File: config.mk
export PLATFORM = sky130hd
export DESIGN_NAME = cbc_decrypt_logic_flat
export DESIGN_NICKNAME = d
export VERILOG_FILES = /design/src/rtl/cbc_decrypt_logic_pkg.sv /design/src/rtl/cbc_decrypt_logic_if.sv /design/src/rtl/cbc_decrypt_logic.sv /design/src/flat_wrapper.sv
export SDC_FILE = /design/constraint.sdc
export NUM_CORES = 1
export LEC_CHECK = 0
export ABC_CLOCK_PERIOD_IN_PS = 41100
export BUFFER_PORTS_ARGS = -buffer_cell sky130_fd_sc_hd__buf_4
export CAP_MARGIN = 20
export CORE_AREA = 5 5 361 363
export DETAILED_ROUTE_END_ITERATION = 7
export DIE_AREA = 0 0 366 368
export PLACE_DENSITY = 0.33
export SLEW_MARGIN = 40
export SYNTH_ARGS = -nofsm -noshare
export SYNTH_HDL_FRONTEND = slang
export SYNTH_SLANG_ARGS = --single-unit
File: constraint.sdc
create_clock -name clk -period 41.1 [get_ports clk]
set_clock_uncertainty 0.15 [all_clocks]
set_input_delay 12.33 -clock clk [delete_from_list [all_inputs] [get_ports clk]]
set_output_delay 12.33 -clock clk [all_outputs]
set_load 0.02 [all_outputs]
File: src/rtl/cbc_decrypt_logic_pkg.sv
// Shared types and reset constants for the CBC decryption wrapper.
// Block width, controller state encoding and register reset values.
package cbc_pkg;
  localparam int BLOCK_W = 128;

  typedef logic [BLOCK_W-1:0] block_t;

  typedef enum logic [1:0] {
    IDLE,
    START,
    WAIT,
    OUTPUT
  } cbc_dec_state_t;

  localparam cbc_dec_state_t RST_STATE = IDLE;
  localparam block_t         RST_BLOCK = '0;
  localparam logic           RST_FLAG  = 1'b0;
endpackage

File: src/rtl/cbc_decrypt_logic_if.sv
// Ciphertext-in / plaintext-out stream handshakes of the CBC wrapper.
// master drives blocks and consumes plaintext; slave is the wrapper.
interface cbc_decrypt_logic_if;
  import cbc_pkg::*;

  logic   in_valid;
  logic   in_ready;
  block_t ciphertext;
  block_t key;
  block_t iv;
  logic   new_message;
  logic   out_valid;
  logic   out_ready;
  block_t plaintext;

  modport master (
    output in_valid,
    output ciphertext,
    output key,
    output iv,
    output new_message,
    output out_ready,
    input  in_ready,
    input  out_valid,
    input  plaintext
  );

  modport slave (
    input  in_valid,
    input  ciphertext,
    input  key,
    input  iv,
    input  new_message,
    input  out_ready,
    output in_ready,
    output out_valid,
    output plaintext
  );
endinterface

File: src/rtl/cbc_decrypt_logic.sv
// CBC decryption wrapper around an external AES-128 inverse core:
// P_i = D_K(C_i) ^ C_(i-1), with watchdog on the core's completion.
module cbc_decrypt_logic
  import cbc_pkg::*;
#(
  parameter int TIMEOUT_CYCLES = 64,
  parameter int CNT_W          = 16
) (
  input  logic               clk,
  input  logic               rst,
  cbc_decrypt_logic_if.slave bus,
  output logic [CNT_W-1:0]   block_count,
  output logic               err,
  output logic               aes_start,
  output block_t             aes_ciphertext,
  output block_t             aes_key,
  input  logic               aes_done,
  input  block_t             aes_plaintext
);

  localparam int WD_W = $clog2(TIMEOUT_CYCLES + 1);
  localparam logic [WD_W-1:0] WD_LAST = WD_W'(TIMEOUT_CYCLES - 1);

  cbc_dec_state_t   r_state;
  block_t           r_prev_ct;
  block_t           r_cur_ct;
  block_t           r_key;
  block_t           r_pt;
  logic [WD_W-1:0]  r_wd_cnt;
  logic [CNT_W-1:0] r_cnt;
  logic             r_err;
  logic             r_start;
  logic             r_out_valid;

  logic w_accept;
  logic w_xfer;
  logic w_timeout;

  // in_ready is held low for the whole time rst is asserted
  assign bus.in_ready = (r_state == IDLE) & ~rst;
  assign w_accept     = bus.in_valid & bus.in_ready;
  assign w_xfer       = r_out_valid & bus.out_ready;
  assign w_timeout    = (r_wd_cnt == WD_LAST);

  assign bus.out_valid  = r_out_valid;
  assign bus.plaintext  = r_pt;
  assign block_count    = r_cnt;
  assign err            = r_err;
  assign aes_start      = r_start;
  assign aes_ciphertext = r_cur_ct;
  assign aes_key        = r_key;

  always_ff @(posedge clk or posedge rst) begin
    if (rst) begin
      r_state     <= RST_STATE;
      r_prev_ct   <= RST_BLOCK;
      r_cur_ct    <= RST_BLOCK;
      r_key       <= RST_BLOCK;
      r_pt        <= RST_BLOCK;
      r_wd_cnt    <= '0;
      r_cnt       <= '0;
      r_err       <= RST_FLAG;
      r_start     <= RST_FLAG;
      r_out_valid <= RST_FLAG;
    end else begin
      r_start <= 1'b0;
      unique case (r_state)
        IDLE: begin
          if (w_accept) begin
            r_cur_ct <= bus.ciphertext;
            r_key    <= bus.key;
            if (bus.new_message) begin
              r_prev_ct <= bus.iv;
              r_cnt     <= '0;
              r_err     <= 1'b0;
            end
            r_start <= 1'b1;
            r_state <= START;
          end
        end
        START: begin
          r_wd_cnt <= '0;
          r_state  <= WAIT;
        end
        WAIT: begin
          r_wd_cnt <= r_wd_cnt + 1'b1;
          // completion wins over a watchdog expiring in the same cycle
          if (aes_done) begin
            r_pt        <= aes_plaintext ^ r_prev_ct;
            r_prev_ct   <= r_cur_ct;
            r_out_valid <= 1'b1;
            r_state     <= OUTPUT;
          end else if (w_timeout) begin
            r_err   <= 1'b1;
            r_state <= IDLE;
          end
        end
        OUTPUT: begin
          if (w_xfer) begin
            r_out_valid <= 1'b0;
            r_cnt       <= r_cnt + 1'b1;
            r_state     <= IDLE;
          end
        end
      endcase
    end
  end

endmodule
File: src/flat_wrapper.sv
// flat-port wrapper written by rule: the top's interface ports become plain ports
module cbc_decrypt_logic_flat import cbc_pkg::*;
#(
  parameter int TIMEOUT_CYCLES = 64,
  parameter int CNT_W          = 16
)
  (clk, rst, block_count, err, aes_start, aes_ciphertext, aes_key, aes_done, aes_plaintext, bus_in_valid, bus_ciphertext, bus_key, bus_iv, bus_new_message, bus_out_ready, bus_in_ready, bus_out_valid, bus_plaintext);
  cbc_decrypt_logic_if bus_i ();
  input  logic clk;
  input  logic rst;
  output logic [CNT_W-1:0] block_count;
  output logic err;
  output logic aes_start;
  output block_t aes_ciphertext;
  output block_t aes_key;
  input  logic aes_done;
  input  block_t aes_plaintext;
  input wire logic [$bits(bus_i.in_valid)-1:0] bus_in_valid;
  input wire logic [$bits(bus_i.ciphertext)-1:0] bus_ciphertext;
  input wire logic [$bits(bus_i.key)-1:0] bus_key;
  input wire logic [$bits(bus_i.iv)-1:0] bus_iv;
  input wire logic [$bits(bus_i.new_message)-1:0] bus_new_message;
  input wire logic [$bits(bus_i.out_ready)-1:0] bus_out_ready;
  output wire logic [$bits(bus_i.in_ready)-1:0] bus_in_ready;
  output wire logic [$bits(bus_i.out_valid)-1:0] bus_out_valid;
  output wire logic [$bits(bus_i.plaintext)-1:0] bus_plaintext;
  assign bus_i.in_valid = bus_in_valid;
  assign bus_i.ciphertext = bus_ciphertext;
  assign bus_i.key = bus_key;
  assign bus_i.iv = bus_iv;
  assign bus_i.new_message = bus_new_message;
  assign bus_i.out_ready = bus_out_ready;
  assign bus_in_ready = bus_i.in_ready;
  assign bus_out_valid = bus_i.out_valid;
  assign bus_plaintext = bus_i.plaintext;
  cbc_decrypt_logic #(.TIMEOUT_CYCLES(TIMEOUT_CYCLES), .CNT_W(CNT_W)) u_core (.clk(clk), .rst(rst), .bus(bus_i), .block_count(block_count), .err(err), .aes_start(aes_start), .aes_ciphertext(aes_ciphertext), .aes_key(aes_key), .aes_done(aes_done), .aes_plaintext(aes_plaintext));
endmodule
==> results of run 1 <==
## sequential cells by signal, indices dropped and copies added, names as in the netlist
| signal | count |
|---|---|
| u_core.aes_ciphertext | 128 |
| u_core.aes_key | 128 |
| u_core.bus.plaintext | 128 |
| u_core.r_prev_ct | 128 |
| u_core.block_count | 16 |
| u_core.r_wd_cnt | 7 |
| u_core.r_state | 2 |
| u_core.aes_start | 1 |
| u_core.bus.out_valid | 1 |
| u_core.err | 1 |
## area by class of cell
type                       count  area (µm²)
fill                       13800       93000
tap                         1662        2080
inverter                      13        68.8
antenna                        6        15.0
timing repair buffer         946        7160
multi-input combinational   1673        8420
clock buffer                 112        2200
sequential                   540       13500
clock inverter                25         264
## layer usage
metal	track usage [%]	vias to the layer above	share of wire [%]
met3	5.36	109	6.8
met1	19.6	9293	41
li1	-	9409	-
met4	3.57	0	2.0
met5	0	-	0
met2	28.4	577	50
## cells in the final DEF (no fill, tap or decap), types with 4 or more instances in the layout
master     instances
buf_4            934
a21oi_1          269
nand2_1          787
o31ai_1            6
clkbuf_1          21
clkinv_2          14
o21ai_0           20
inv_1             11
dfrtp_1          540
clkbuf_16         77
nor2b_1            5
nand3_1           11
a31oi_1            5
clkbuf_8          14
nor2_1           258
xnor2_1          128
bufinv_16          4
or4_1              5
ha_1               5
mux2i_1          130
diode_2            6
buf_6             11
## worst min path at each step
stage               slack, ps          startpoint                 end
global route              340  u_core.aes_key[42]  u_core.aes_key[42]
global placement          310  u_core.aes_key[55]  u_core.aes_key[55]
finish                    320  u_core.aes_key[29]  u_core.aes_key[29]
CTS                       330  u_core.aes_key[51]  u_core.aes_key[51]
floorplan                 330  u_core.r_wd_cnt[0]  u_core.r_wd_cnt[0]
detailed placement        310  u_core.aes_key[40]  u_core.aes_key[40]
## metrics by stage
stage               power [µW]  setup slack [ps]  std cells  hold WS (ps)  utilization, %
finish                    2830             15700       4977           324            26.6
detailed placement        2210             15700       4834           313            24.6
global route              3020             15670       4974           336            26.6
CTS                       2900             15690       4971           327            26.6
floorplan                 1590             13530       2361           328               -
global placement          2210             15690       4833           311            24.6
## cell families after synthesis
logic type | synth area share, %
adders and majority gates | 0.334
buffers and inverters | 2.68
muxes | 5.83
xor gates and xnor gates | 4.98
AOI/OAI and AO/OA | 7.37
DFF | 60.0
and+or+nand+nor | 18.8
## synth_stat cells, types with 6 or more instances
library cell	instances
xnor2_1	128
nand2_1	788
buf_1	12
buf_2	38
o31ai_1	6
o21ai_0	20
mux2i_1	130
ha_1	6
dfrtp_1	540
inv_1	12
a21oi_1	269
nand3_1	11
nor2_1	258
clkbuf_1	85
## power breakdown
group	switching [µW]	leakage, µW	internal [µW]
logic	718	0.00858	471
clock network	265	0.00121	396
registers	198	0.00640	781
total	1180	0.0162	1650
## worst register-to-register path, stage by stage (launching register included)
cell	delay, ps
dfrtp_1	410
inv_1	160
ha_1	400
nor2b_1	320
nand2_4	340
inv_8	540
buf_4	730
buf_6	660
buf_4	710
nand2_1	170
nand2_1	80
==> reports/results.ini, run 1 <==
[clock_network]
cts.path.max_buffers=3
cts_root_buffer=clkbuf_16
cts.repair_timing.setup_buffer_count=0
clkTransAtPathRegs_ps=60
cts_hold_repair.buffers=0
cts_tree=built
cts_made_buffers=76
tritoncts_num_sinks=540
clkLatencyLatePin_ps=650
post_cts_resized=0
cts_htree_levels=3

[status]
outcome=complete, no violations

[worst_setup_path]
cp_common_cell=buf_4
cp_data_arrival_time_ps=12920
startpoint_type=primary input
required_ps=28620
reg2reg_slack_ps=36370
critical_path.n_buffers_inverters=2
largest_delay_contributor_family_on_the_critical_path=buffers and inverters
rr_endpoint=u_core.aes_key[100]
crit_path_max_incr_delay_ps=250
cp-endpoint=bus_in_ready
critical_path_peak_fanout=5
path_cells=buf_4 > nor2b_1 > buf_4
setup.worst_path.class=in -> out
cp_slowest_cell=nor2b_1
capturing_element_type_of_the_critical_path=primary output
timing.rr.start=u_core.r_state[0]
worst-path-stages=3
rr_worst_depth=10
critical_path.startpoint=rst

[global_route]
grt.overflow.total=0
grt_max_degree=97
grt_antenna_before_repair=7
overall_routing_resource_usage_pct=16.3
grt_pass1_vias=20300
grt_first_pass_wirelength_mm=159

[sta]
report.final.setup_viol=0
report.final.hold_viol_count=0
timing.final.crit_period_ps=25400
worst_margin_pin_slew_ps=820
clock.fmax_ghz=0.0394
relSlewSlack_pct=45.3
rsz_0062_raised_after_global_routing=no
timing.final.max_slew_violations=0
total_negative_slack_ps=0
min_period_over_period_pct=61.8

[yosys]
synthesis.nets=2885
netlist_area_before_placement_um2=22500
synth-edff-count=0
synth.avg_cell_area_um2=9.53
cells_taking_the_most_area_after_synthesis=dfrtp_1 60%, nand2_1 13%, a21oi_1 6.0%
synthFlopType=dfrtp_1
async_flop_share_pct=100
post_synthesis_register_bit_count=540
count_of_different_cell_masters_after_synthesis=44
synth_top_cell_by_area=dfrtp_1
syn-instance-count=2361
ys.warnings.count=0
synthDominantCellAreaShare_pct=60.0
seq_area_frac_synth_pct=60.0

[floorplanning]
fp.coreArea_um2=127000
rows=131
initial_core_util_pct=17.8
design.die.area_um2=135000
die_h_um=368
floorplan.io_pins=922
horizontal_extent_of_the_die_um=366

[detailed_routing]
first_pass_iteration_count_of_the_detailed_router=5
drt_drc_violations_left=0
ant_nets=0
drt_iter0_drc=1031
wire_per_inst_um=22.8
routed_wl_mm=113
routed-via-count=19400
via_per_inst=3.90

[final_layout]
final_area_um2=33700
area_growth_pct=49.8
nets=3774
layout-drive-gt1-share_pct=32.5

[hold_path]
timing.hold.worst.class=reg -> reg
hold-path-cell-count=2

[place]
post_dp_cell_area_um2=31200
dp.final_hpwl_mm=86.7
io_buffers=921
place_congestion=0.832

[power_and_ir_drop]
power.ir.vdd_worst_mv=0.0404
power.leakage_uw=0.0162
power-per-cell-area_nw_per_um2=83.9

[flow_run]
max_cap_violations=0

Power figures use the tool's default switching activity.
==> run 2, diff against run 1 <==
--- a/config.mk
+++ b/config.mk
@@ -5,13 +5,13 @@
 export SDC_FILE = /design/constraint.sdc
 export NUM_CORES = 1
 export LEC_CHECK = 0
-export ABC_CLOCK_PERIOD_IN_PS = 41100
+export ABC_CLOCK_PERIOD_IN_PS = 22300
 export BUFFER_PORTS_ARGS = -buffer_cell sky130_fd_sc_hd__buf_4
 export CAP_MARGIN = 20
-export CORE_AREA = 5 5 361 363
+export CORE_AREA = 5 5 359 361
 export DETAILED_ROUTE_END_ITERATION = 7
-export DIE_AREA = 0 0 366 368
-export PLACE_DENSITY = 0.33
+export DIE_AREA = 0 0 364 366
+export PLACE_DENSITY = 0.34
 export SLEW_MARGIN = 40
 export SYNTH_ARGS = -nofsm -noshare
 export SYNTH_HDL_FRONTEND = slang
==> constraint.sdc (replaced) <==
create_clock -name clk -period 22.3 [get_ports clk]
set_clock_uncertainty 0.15 [all_clocks]
set_input_delay 6.69 -clock clk [delete_from_list [all_inputs] [get_ports clk]]
set_output_delay 6.69 -clock clk [all_outputs]
set_load 0.02 [all_outputs]
==> run 2 against run 1 <==
Against the previous run: via count down 0.45%; flip-flop and latch count is the same; power is 84% higher; non-clock buffer count increased by 2; clock power up 86%; design area rose by 0.36%; cell count fell by 0.10%; first-iteration DRC count about the same; critical path type unchanged; critical endpoint unchanged.
==> reports/results.ini, run 2 (synthesis results as in run 1) <==
[status]
outcome=complete, no violations

[power_and_ir_drop]
power-per-cell-area_nw_per_um2=154
power.leakage_uw=0.0162
power.ir.vdd_worst_mv=0.0768

[floorplanning]
initial_core_util_pct=18.0
design.die.area_um2=133000
floorplan.io_pins=922
die_h_um=366
horizontal_extent_of_the_die_um=364
fp.coreArea_um2=125000
rows=130

[hold_path]
hold-path-cell-count=2
timing.hold.worst.class=reg -> reg

[global_route]
grt_max_degree=173
grt_first_pass_wirelength_mm=154
grt_pass1_vias=20100
overall_routing_resource_usage_pct=16.1
grt_antenna_before_repair=22
grt.overflow.total=0

[clock_network]
clkLatencyLatePin_ps=630
cts_htree_levels=3
cts.path.max_buffers=3
tritoncts_num_sinks=540
cts_hold_repair.buffers=0
clkTransAtPathRegs_ps=50
cts.repair_timing.setup_buffer_count=0
cts_root_buffer=clkbuf_16
cts_tree=built
cts_made_buffers=74
post_cts_resized=0

[detailed_routing]
drt_iter0_drc=1030
first_pass_iteration_count_of_the_detailed_router=5
ant_nets=0
via_per_inst=3.88
wire_per_inst_um=22.2
routed-via-count=19300
drt_drc_violations_left=0
routed_wl_mm=110

[final_layout]
fill_cells=13600
nets=3774
area_growth_pct=50.3
postLayoutCoreUtil_pct=27.1
layout-drive-gt1-share_pct=32.5
seqCellArea_um2=13500
multi_input_comb_area_um2=8420
layout_common_cells=930 x buf_4, 787 x nand2_1, 540 x dfrtp_1
final_common_cell=buf_4

[sta]
worst_margin_pin_slew_ps=1000
timing.final.crit_period_ps=14110
total_negative_slack_ps=0
timing.final.max_slew_violations=0
whs_ps=323
report.final.hold_viol_count=0
report.final.setup_viol=0
clock.fmax_ghz=0.0709
min_period_over_period_pct=63.3
rsz_0062_raised_after_global_routing=no
relSlewSlack_pct=33.2

[place]
io_buffers=921
dp.final_hpwl_mm=83.0
place_congestion=0.781

[worst_setup_path]
startpoint_type=primary input
reg2reg_slack_ps=18120
capturing_element_type_of_the_critical_path=primary output
rr_worst_depth=9
setup.worst_path.class=in -> out
required_ps=15460
critical_path_peak_fanout=5
cp_data_arrival_time_ps=7270

[flow_run]
max_cap_violations=0

-- run 2: cell types whose count changed in the layout (fill, tap and decap cells not counted) --
| cell | delta |
|---|---|
| buf_16 | +2 |
| buf_4 | -4 |
| clkbuf_16 | -3 |
| clkinv_2 | -8 |
| bufinv_16 | +1 |
| clkbuf_1 | -3 |
| clkinvlp_4 | -1 |
| clkbuf_8 | +7 |
| inv_8 | +1 |
| diode_2 | +11 |
| buf_12 | +4 |
-- run 2: final timing paths --
| path | end | start |
|---|---|---|
| worst min register to register | u_core.aes_key[8] | u_core.aes_key[8] |
| min in group asynchronous | u_core.bus.plaintext[86] | rst |
| worst max register to register | u_core.aes_ciphertext[7] | u_core.r_state[0] |
| max in group asynchronous | u_core.bus.plaintext[8] | rst |
| worst min-delay path | u_core.aes_key[8] | u_core.aes_key[8] |
| worst max-delay path | bus_in_ready | rst |
-- run 2: area by class of cell --
class | count | area share [%]
Sequential cell | 540 | 39.9
Multi-Input combinational cell | 1673 | 24.9
Timing Repair Buffer | 948 | 21.5
Clock buffer | 113 | 6.53
Tap cell | 1650 | 6.10
Clock inverter | 18 | 0.777
Inverter | 13 | 0.189
Antenna cell | 17 | 0.126
-- run 2: report_power, final --
| part | switching, µW | leakage, µW | internal [µW] |
|---|---|---|---|
| clock | 488 | 0.00121 | 740 |
| combinational | 1300 | 0.00862 | 877 |
| sequential | 350 | 0.00640 | 1440 |
-- run 2: per-stage QoR --
step | setup slack, ps | instance area [µm²] | std cells | total power [µW]
3_5_place_dp | 8200 | 31300 | 4822 | 4040
2_1_floorplan | 366 | 22500 | 2361 | 2920
3_3_place_gp | 8190 | 31200 | 4819 | 4030
4_1_cts | 8190 | 33700 | 4953 | 5320
6_report | 8190 | 33800 | 4972 | 5200
5_1_grt | 8160 | 33800 | 4971 | 5550
-- run 2: worst max-delay path, cell delays in order --
cell and delay, ps:
buf_4 140, nor2b_1 240, buf_4 200
-- run 2: per-layer routing --
metal  track usage (%)  part of all wire [%]  vias up
met5             0.407                 0.030        -
met4              6.29                   3.2        6
met3              5.95                   8.1      143
met2              27.0                    50      587
met1              18.5                    39     9138
li1                  -                     -     9427
==> run 3, diff against run 2 <==
--- a/config.mk
+++ b/config.mk
@@ -5,12 +5,13 @@
 export SDC_FILE = /design/constraint.sdc
 export NUM_CORES = 1
 export LEC_CHECK = 0
-export ABC_CLOCK_PERIOD_IN_PS = 22300
+export ABC_AREA = 1
+export ABC_CLOCK_PERIOD_IN_PS = 14350
 export BUFFER_PORTS_ARGS = -buffer_cell sky130_fd_sc_hd__buf_4
 export CAP_MARGIN = 20
-export CORE_AREA = 5 5 359 361
+export CORE_AREA = 5 5 357 359
 export DETAILED_ROUTE_END_ITERATION = 7
-export DIE_AREA = 0 0 364 366
+export DIE_AREA = 0 0 362 364
 export PLACE_DENSITY = 0.34
 export SLEW_MARGIN = 40
 export SYNTH_ARGS = -nofsm -noshare
==> constraint.sdc (replaced) <==
create_clock -name clk -period 14.35 [get_ports clk]
set_clock_uncertainty 0.15 [all_clocks]
set_input_delay 4.305 -clock clk [delete_from_list [all_inputs] [get_ports clk]]
set_output_delay 4.305 -clock clk [all_outputs]
set_load 0.02 [all_outputs]
==> run 3 against run 2 <==
Against the previous run: worst hold slack improved by 4.5 ps; synthesized area is 3.8% higher; sequential share of layout area down 0.74 points; die area is 1.1% lower; highest routed layer unchanged.
==> reports/results.ini, run 3 <==
[detailed_routing]
first_pass_iteration_count_of_the_detailed_router=7
drt_iter0_drc=1320
routed-via-count=21400
via_per_inst=3.97
wire_per_inst_um=21.8
routed_wl_mm=118
drt_drc_violations_left=0
ant_nets=0

[clock_network]
cts_tree=built
cts_made_buffers=74
cts_htree_levels=3
clkLatencyLatePin_ps=640
post_cts_resized=0
tritoncts_num_sinks=540
cts_root_buffer=clkbuf_16
cts.repair_timing.setup_buffer_count=0
cts_hold_repair.buffers=0
clkTransAtPathRegs_ps=60
cts.path.max_buffers=3

[worst_setup_path]
required_ps=9890
rr_endpoint=u_core.aes_key[117]
reg2reg_slack_ps=10280
cp_data_arrival_time_ps=4670
cp-endpoint=bus_in_ready
critical_path_peak_fanout=2
setup.worst_path.class=in -> out
timing.rr.start=u_core.r_state[1]
rr_worst_depth=8
critical_path.startpoint=rst
capturing_element_type_of_the_critical_path=primary output
startpoint_type=primary input

[yosys]
netlist_area_before_placement_um2=23400
async_flop_share_pct=100
synth_top_cell_by_area=dfrtp_1
top_cells_by_instance_count_after_synthesis=1603 x nand2_1, 540 x dfrtp_1, 240 x o21ai_0
syn-instance-count=2824
synthesis.nets=3348
post_synthesis_register_bit_count=540
synth-edff-count=0
synth.avg_cell_area_um2=8.27
seq_area_frac_synth_pct=57.9
most_frequent_cell_after_synthesis=nand2_1
count_of_different_cell_masters_after_synthesis=27
synthFlopType=dfrtp_1
synthDominantCellAreaShare_pct=57.9
cells_taking_the_most_area_after_synthesis=dfrtp_1 58%, nand2_1 26%, o21ai_0 5.1%
ys.warnings.count=0

[final_layout]
layout_common_cells=1601 x nand2_1, 935 x buf_4, 540 x dfrtp_1
final_common_cell=nand2_1
layout-drive-gt1-share_pct=28.7
nets=4216
area_growth_pct=47.6
fill_cells=13500

[power_and_ir_drop]
power-per-cell-area_nw_per_um2=237
power.ir.vdd_worst_mv=0.108
design_power_total_uw=8150
power.leakage_uw=0.0180

[global_route]
grt_pass1_vias=22100
grt_first_pass_wirelength_mm=165
grt.overflow.total=0
overall_routing_resource_usage_pct=17.1
grt_max_degree=162
grt_antenna_before_repair=11

[floorplanning]
design.die.area_um2=132000
horizontal_extent_of_the_die_um=362
die_h_um=364
fp.coreArea_um2=123000
floorplan.io_pins=922
rows=129
initial_core_util_pct=18.9

[sta]
min_period_over_period_pct=63.6
report.final.hold_viol_count=0
timing.final.max_slew_violations=0
worst_margin_pin_slew_ps=860
relSlewSlack_pct=42.7
clock.fmax_ghz=0.110
timing.final.crit_period_ps=9120
rsz_0062_raised_after_global_routing=no
total_negative_slack_ps=0
report.final.setup_viol=0

[place]
io_buffers=921
dp.final_hpwl_mm=87.8
place_congestion=0.841

[status]
outcome=complete, no violations

[flow_run]
max_cap_violations=0

[hold_path]
timing.hold.worst.class=reg -> reg

## run 3: changes by cell type after synthesis, sizes merged, moves of 8 or more
cell / before / now
nand4: 4 / 12
buf: 50 / 77
nor2: 258 / 35
o21ai: 20 / 270
nand3: 11 / 20
nand2: 788 / 1603
mux2i: 130 / 0
inv: 12 / 31
a21oi: 269 / 9
## run 3: how the worst min path moves through the flow
stage | slack (ps) | cells after the start | to | startpoint
2_1_floorplan | 320 | 1 | u_core.r_wd_cnt[0] | u_core.r_wd_cnt[0]
3_3_place_gp | 310 | 2 | u_core.aes_key[64] | u_core.aes_key[64]
3_5_place_dp | 320 | 2 | u_core.aes_key[57] | u_core.aes_key[57]
4_1_cts | 330 | 2 | u_core.aes_key[20] | u_core.aes_key[20]
5_1_grt | 350 | 2 | u_core.aes_key[10] | u_core.aes_key[10]
6_report | 330 | 2 | u_core.aes_key[27] | u_core.aes_key[27]
## run 3: cells by family (layout without fill, tap and decap cells)
family / Yosys count / after routing / share of synthesized area [%]
compound gates: 282 / 282 / 6.08
xor+xnor: 129 / 129 / 4.84
fa+ha+maj: 6 / 6 / 0.321
buf+inv: 192 / 1109 / 3.66
flops: 540 / 540 / 57.9
other cells: 0 / 10 / 0
simple gates: 1675 / 1675 / 27.2
## run 3: layout make-up
class | count | area [µm²] | share of cell area (%)
flip-flops and latches | 540 | 13500 | 39.2
multi-input cells | 2092 | 9040 | 26.2
repair buffers | 952 | 7290 | 21.1
clock buffers | 105 | 2130 | 6.18
well taps | 1637 | 2050 | 5.94
clock inverters | 20 | 302 | 0.875
inverters | 32 | 134 | 0.388
diodes | 10 | 25.0 | 0.0726
## run 3: stage by stage
stage          area (µm²)  hold WS [ps]  cells  setup slack (ps)  util, %
2_1_floorplan       23400           318   2824               488        -
5_1_grt             34500           345   5385              5210     27.9
4_1_cts             34400           331   5377              5220     27.9
3_3_place_gp        31900           314   5249              5190     25.8
3_5_place_dp        32000           316   5252              5230     25.9
6_report            34500           327   5388              5230     27.9
## run 3: metal layers
layer  GRT usage, %  up-vias  part of all wire (%)
li1               -    10500                     -
met1           20.9    10100                    41
met2           29.8      598                    50
met3           4.68      126                   6.5
met4           4.57        2                   2.3
met5              0        -                 0.011
## run 3: power breakdown
| group | leakage, µW | total, µW | internal (µW) | switching [µW] |
|---|---|---|---|---|
| logic | 0.0100 | 3500 | 1310 | 2200 |
| clock network | 0.00119 | 1870 | 1110 | 758 |
| registers | 0.00677 | 2780 | 2240 | 538 |
| total | 0.0180 | 8150 | 4660 | 3490 |
## run 3: worst max-delay path, stage by stage
cell	delay, ps
buf_4	120
nor2_1	90
buf_4	150
